File: src/rtl/calc_seq_if.sv
// Button/switch, RF-control and ALU-handshake signals of the calculator sequencer.
// The slave modport is the sequencer side; the master modport is the board/datapath side.
interface calc_seq_if #(
    parameter int unsigned OP_W = 3
);
    logic            next_btn;
    logic [OP_W-1:0] MS;
    logic            alu_done;
    logic            rf_we;
    logic            W1;
    logic            rf_wsel;
    logic            alu_start;
    logic [OP_W-1:0] MS_out;
    logic            Done_out;
    logic            err;
    logic [2:0]      CS_out;

    modport master (
        output next_btn, MS, alu_done,
        input  rf_we, W1, rf_wsel, alu_start, MS_out, Done_out, err, CS_out
    );

    modport slave (
        input  next_btn, MS, alu_done,
        output rf_we, W1, rf_wsel, alu_start, MS_out, Done_out, err, CS_out
    );
endinterface

File: src/rtl/calc_sequencer.sv
// Control FSM for the two-operand calculator: RF operand writes, ALU launch/timeout, result valid.
// Define CALC_CHAIN_EN to let a press on a good result write it back into RF[0] and chain on.
module calc_sequencer #(
    parameter int unsigned OP_W        = 3,
    parameter int unsigned SYNC_STAGES = 2,
    parameter int unsigned ALU_TIMEOUT = 16
) (
    input logic       CLK,
    input logic       clear_n,
    calc_seq_if.slave bus
);
    localparam int unsigned CntW = $clog2(ALU_TIMEOUT);

    typedef enum logic [2:0] {
        StIdle1 = 3'd0,
        StIn1   = 3'd1,
        StIdle2 = 3'd2,
        StIn2   = 3'd3,
        StIdle3 = 3'd4,
        StStart = 3'd5,
        StWait  = 3'd6,
        StDone  = 3'd7
    } state_e;

    state_e                 state_q, state_d;
    logic [SYNC_STAGES-1:0] sync_q, sync_d;
    logic                   btn_dly_q, btn_dly_d;
    logic [OP_W-1:0]        op_q, op_d;
    logic                   err_q, err_d;
    logic [CntW-1:0]        cnt_q, cnt_d;
    logic                   rf_we_q, rf_we_d;
    logic                   w1_q, w1_d;
    logic                   alu_start_q, alu_start_d;
    logic [OP_W-1:0]        ms_out_q, ms_out_d;
    logic                   done_q, done_d;
    logic                   press;
`ifdef CALC_CHAIN_EN
    logic                   rf_wsel_q, rf_wsel_d;
`endif

    always_comb begin
        sync_d    = {sync_q[SYNC_STAGES-2:0], bus.next_btn};
        btn_dly_d = sync_q[SYNC_STAGES-1];
        press     = sync_q[SYNC_STAGES-1] & ~btn_dly_q;
        state_d   = state_q;
        op_d      = op_q;
        err_d     = err_q;
        cnt_d     = cnt_q;
`ifdef CALC_CHAIN_EN
        rf_wsel_d = 1'b0;
`endif
        unique case (state_q)
            StIdle1: if (press) state_d = StIn1;
            StIn1:   state_d = StIdle2;
            StIdle2: if (press) state_d = StIn2;
            StIn2:   state_d = StIdle3;
            StIdle3: begin
                if (press) begin
                    op_d = bus.MS;
                    if (bus.MS != '0) begin
                        state_d = StStart;
                    end else begin
                        state_d = StDone;
                        err_d   = 1'b1;
                    end
                end
            end
            StStart: begin
                state_d = StWait;
                cnt_d   = '0;
            end
            StWait: begin
                // A done on the last allowed cycle beats the timeout.
                if (bus.alu_done) begin
                    state_d = StDone;
                    err_d   = 1'b0;
                end else if (cnt_q == CntW'(ALU_TIMEOUT - 1)) begin
                    state_d = StDone;
                    err_d   = 1'b1;
                end else begin
                    cnt_d = cnt_q + 1'b1;
                end
            end
            StDone: begin
                if (press) begin
                    err_d = 1'b0;
`ifdef CALC_CHAIN_EN
                    if (!err_q) begin
                        state_d   = StIn1;
                        rf_wsel_d = 1'b1;
                    end else begin
                        state_d = StIdle1;
                    end
`else
                    state_d = StIdle1;
`endif
                end
            end
        endcase

        // Outputs are decoded from the next state so they register in step with it.
        rf_we_d     = (state_d == StIn1) || (state_d == StIn2);
        w1_d        = (state_d == StIdle2) || (state_d == StIn2);
        alu_start_d = (state_d == StStart);
        done_d      = (state_d == StDone);
        ms_out_d    = ((state_d == StStart) || (state_d == StWait) || (state_d == StDone)) ?
                      op_d : '0;
    end

    always_ff @(posedge CLK or negedge clear_n) begin
        if (!clear_n) begin
            state_q     <= StIdle1;
            sync_q      <= '0;
            btn_dly_q   <= 1'b0;
            op_q        <= '0;
            err_q       <= 1'b0;
            cnt_q       <= '0;
            rf_we_q     <= 1'b0;
            w1_q        <= 1'b0;
            alu_start_q <= 1'b0;
            ms_out_q    <= '0;
            done_q      <= 1'b0;
`ifdef CALC_CHAIN_EN
            rf_wsel_q   <= 1'b0;
`endif
        end else begin
            state_q     <= state_d;
            sync_q      <= sync_d;
            btn_dly_q   <= btn_dly_d;
            op_q        <= op_d;
            err_q       <= err_d;
            cnt_q       <= cnt_d;
            rf_we_q     <= rf_we_d;
            w1_q        <= w1_d;
            alu_start_q <= alu_start_d;
            ms_out_q    <= ms_out_d;
            done_q      <= done_d;
`ifdef CALC_CHAIN_EN
            rf_wsel_q   <= rf_wsel_d;
`endif
        end
    end

    assign bus.rf_we     = rf_we_q;
    assign bus.W1        = w1_q;
    assign bus.alu_start = alu_start_q;
    assign bus.MS_out    = ms_out_q;
    assign bus.Done_out  = done_q;
    assign bus.err       = err_q;
    assign bus.CS_out    = state_q;
`ifdef CALC_CHAIN_EN
    assign bus.rf_wsel   = rf_wsel_q;
`else
    assign bus.rf_wsel   = 1'b0;
`endif
endmodule
File: src/flat_wrapper.sv
// flat-port wrapper written by rule: the top's interface ports become plain ports
module calc_sequencer_flat 
#(
    parameter int unsigned OP_W        = 3,
    parameter int unsigned SYNC_STAGES = 2,
    parameter int unsigned ALU_TIMEOUT = 16
)
  (CLK, clear_n, bus_next_btn, bus_MS, bus_alu_done, bus_rf_we, bus_W1, bus_rf_wsel, bus_alu_start, bus_MS_out, bus_Done_out, bus_err, bus_CS_out);
  calc_seq_if #(.OP_W(OP_W)) bus_i ();
  input logic CLK;
  input logic clear_n;
  input wire logic [$bits(bus_i.next_btn)-1:0] bus_next_btn;
  input wire logic [$bits(bus_i.MS)-1:0] bus_MS;
  input wire logic [$bits(bus_i.alu_done)-1:0] bus_alu_done;
  output wire logic [$bits(bus_i.rf_we)-1:0] bus_rf_we;
  output wire logic [$bits(bus_i.W1)-1:0] bus_W1;
  output wire logic [$bits(bus_i.rf_wsel)-1:0] bus_rf_wsel;
  output wire logic [$bits(bus_i.alu_start)-1:0] bus_alu_start;
  output wire logic [$bits(bus_i.MS_out)-1:0] bus_MS_out;
  output wire logic [$bits(bus_i.Done_out)-1:0] bus_Done_out;
  output wire logic [$bits(bus_i.err)-1:0] bus_err;
  output wire logic [$bits(bus_i.CS_out)-1:0] bus_CS_out;
  assign bus_i.next_btn = bus_next_btn;
  assign bus_i.MS = bus_MS;
  assign bus_i.alu_done = bus_alu_done;
  assign bus_rf_we = bus_i.rf_we;
  assign bus_W1 = bus_i.W1;
  assign bus_rf_wsel = bus_i.rf_wsel;
  assign bus_alu_start = bus_i.alu_start;
  assign bus_MS_out = bus_i.MS_out;
  assign bus_Done_out = bus_i.Done_out;
  assign bus_err = bus_i.err;
  assign bus_CS_out = bus_i.CS_out;
  calc_sequencer #(.OP_W(OP_W), .SYNC_STAGES(SYNC_STAGES), .ALU_TIMEOUT(ALU_TIMEOUT)) u_core (.CLK(CLK), .clear_n(clear_n), .bus(bus_i));
endmodule
File: config.mk
export PLATFORM = sky130hd
export DESIGN_NAME = calc_sequencer_flat
export DESIGN_NICKNAME = d
export VERILOG_FILES = /design/src/rtl/calc_seq_if.sv /design/src/rtl/calc_sequencer.sv /design/src/flat_wrapper.sv
export SDC_FILE = /design/constraint.sdc
export NUM_CORES = 1
export LEC_CHECK = 0
export CORE_ASPECT_RATIO = 1.4
export CORE_MARGIN = 2
export CORE_UTILIZATION = 30
export DETAILED_ROUTE_END_ITERATION = 8
export MAX_ROUTING_LAYER = met4
export PLACE_DENSITY = 0.53
export SYNTH_ARGS = -nofsm -noshare
export SYNTH_HDL_FRONTEND = slang
export SYNTH_SLANG_ARGS = --single-unit
File: constraint.sdc
create_clock -name CLK -period 1.65 [get_ports CLK]
set_input_delay 0.33 -clock CLK [delete_from_list [all_inputs] [get_ports CLK]]
set_output_delay 0.33 -clock CLK [all_outputs]
set_load 0.1 [all_outputs]
==> reports/qor.yml <==
outcome:
  run_status: "completed"
clock_tree:
  insertion_delay_ns: 0.26
  ctsLongestPathBuffers: 2
  clock-sinks: 21
  tritoncts: "built"
  postCtsHoldBufs: 0
  clkSlewWorstSetupHoldPaths_ns: 0.08
  cts-root-buf: "clkbuf_8"
  cts_buffers: 3
  post_cts.resized_instances: 0
  post_cts_buffers: 0
  h_tree_depth_reported_by_cts: 1
route:
  drt-pass1-iter-count: 4
  wl_per_cell_um: 14.4
  route.vias.total: 791
  drt_wl_total_mm: 2.19
  drcViolationCount: 0
  route.detailed.vias_per_inst: 5.20
  antenna_left: 0
  initialDrtViolationCount: 18
layout:
  mostFrequentLayoutCell: "dfrtp_1"
  drive_gt1_share_pct: 26.5
  syn_to_final_growth_pct: 40.3
  antenna-diode-count: 0
  layout_common_cells: "18 x dfrtp_1, 11 x buf_12, 7 x buf_4"
  area_of_all_placed_cells_without_fillers_um2: 1400
  final_net_count: 122
global_route:
  global_route.usage.total_pct: 13.3
  first_global_vias: 787
  grt_start_max_net_pins: 22
  number_of_antenna_violations_at_the_first_check_in_global_routing: 0
  global_route.overflow_total: 0
  grt_pass1_wl_mm: 3.69
hold_path:
  hold_path.class: "reg -> reg"
placement:
  gp_congestion: 0.848
  hpwlAfterDp_mm: 1.62
  buffer_ports.inserted: 17
  postPlaceCellArea_um2: 1360
die:
  design.die.area_um2: 3820
  die_w_um: 52.8
  die_y_um: 72.3
  number_of_ports_placed_on_the_die_boundary: 19
  core-area_um2: 3150
  rows: 24
  initial_core_util_pct: 31.7
pwr:
  pwr_density_cell_nw_per_um2: 2070
  peakVddDrop_uv: 894
  static_leakage_nw: 0.605
timing:
  setup_tns_ns: 0
  final.setup_skew_ns: 0.00320
  fmax_mhz: 649
  rsz0062_at_grt: "false"
  hold_viol: 0
  fin_crit_sh_pct: 93.4
  report.final.setup_viol: 0
  time_the_worst_path_needs_with_i_o_delays_and_setup_ns: 1.54
  final_max_slew_viol_count: 0
synthesis:
  synthesis.area_um2: 1000
  distinct_cell_type_count_of_the_synthesized_netlist: 42
  synth_enable_flop_cells: 0
  synth_seq_cells: 21
  synth-warning-count: 0
  ys_async_sr_fraction_pct: 100
  synth-seq-area-share_pct: 52.6
  synthesis.area_per_instance_um2: 11.1
  synth_top_flop_cell: "dfrtp_1"
  post_synth_inst_count: 90
  syn_nets: 98
critical_path:
  worst_ep_arrival_time_ns: 1.68
  path_max_fanout: 4
  timing.critical_path.required_ns: 1.79
  critical_path.endpoint_type: "flip-flop"
  crit_type: "reg -> reg"
  worst_setup_path_start_kind: "flip-flop"
run:
  timing.max_cap.violations: 0
==> sequential cells by signal, summed over array words and instances (netlist names) <==
| register | flops |
|---|---|
| u_core.bus.MS_out | 3 |
| u_core.cnt_q | 4 |
| u_core.btn_dly_q | 1 |
| u_core.bus.CS_out | 3 |
| u_core.bus.Done_out | 1 |
| u_core.bus.err | 1 |
| u_core.sync_q | 2 |
| u_core.op_q | 3 |
| u_core.bus.W1 | 1 |
| u_core.bus.alu_start | 1 |
| u_core.bus.rf_we | 1 |
==> kinds of logic (layout without fill, tap and decap cells) <==
group                      after synthesis  count (layout)  share of synthesized area, %
AOI/OAI and AO/OA                       21              21                          15.8
xor gates and xnor gates                 1               1                         0.876
adders and majority gates                1               1                          1.25
buffers and inverters                    8              31                          4.25
DFF                                     21              21                          52.6
muxes                                    3               3                          3.38
other                                    1               1                         0.375
and+or+nand+nor                         34              34                          21.5
==> synthesized netlist by cell type (3+ instances only) <==
| cell type | number | area share [%] |
|---|---|---|
| dfrtp_1 | 21 | 53 |
| a21oi_1 | 5 | 2.5 |
| nand2_1 | 5 | 1.9 |
| nor2_1 | 4 | 1.5 |
| buf_4 | 3 | 2.3 |
| inv_1 | 3 | 1.1 |
| mux2_1 | 3 | 3.4 |
| nand2b_1 | 3 | 1.9 |
| nor3_1 | 3 | 1.5 |
==> where the power goes <==
group | internal [mW] | total, mW | switching [mW]
registers | 0.694 | 0.862 | 0.168
clock network | 0.168 | 0.332 | 0.164
logic | 0.644 | 1.71 | 1.06
==> final timing paths <==
path,startpoint,endpoint,slack (ns),depth (start not counted)
max,u_core.bus.CS_out[1]$_DFF_PN0_,u_core.op_q[0]$_DFF_PN0_,0.11,3
min,u_core.sync_q[0]$_DFF_PN0_,u_core.sync_q[1]$_DFF_PN0_,0.37,0
max reg2reg,u_core.bus.CS_out[1]$_DFF_PN0_,u_core.op_q[0]$_DFF_PN0_,0.11,3
min reg2reg,u_core.sync_q[0]$_DFF_PN0_,u_core.sync_q[1]$_DFF_PN0_,0.37,0
max in group asynchronous,clear_n,u_core.bus.CS_out[1]$_DFF_PN0_,1.00,2
min in group asynchronous,clear_n,u_core.bus.W1$_DFF_PN0_,0.41,2
==> per-stage QoR <==
step	utilization (%)	instances	worst slack, ns	hold WS [ns]	power (mW)
finish	44.5	152	0.109	0.366	2.90
CTS	44.5	152	0.115	0.367	2.92
global route	44.5	152	0.0527	0.379	3.05
detailed placement	43.0	148	0.0309	0.348	2.58
floorplan	-	90	0.0115	0.0344	1.96
global placement	43.0	148	0.0469	0.334	2.56
==> cell type report <==
type / count / area, µm²
clock buffers: 3 / 41.3
clock inverters: 1 / 5.00
fillers: 297 / 1750
inverters: 3 / 11.3
multi-input cells: 61 / 432
flip-flops and latches: 21 / 532
well taps: 39 / 48.8
repair buffers: 24 / 333
==> worst max-delay path, stage by stage (launching register included) <==
cell and delay [ns]:
dfrtp_4 0.50, nor4b_4 0.38, and2_4 0.23, mux2_1 0.32
==> metal layers <==
| layer | part of all wire [%] | track usage [%] | vias to the layer above | wire [µm] |
|---|---|---|---|---|
| li1 | - | - | 377 | - |
| met1 | 42 | 15.4 | 392 | 921 |
| met2 | 53 | 22.9 | 18 | 1150 |
| met3 | 4.0 | 1.85 | 4 | 87 |
| met4 | 1.2 | 5.13 | 0 | 26 |
| met5 | 0 | - | - | 0 |
(Power assumes the default switching activity.)
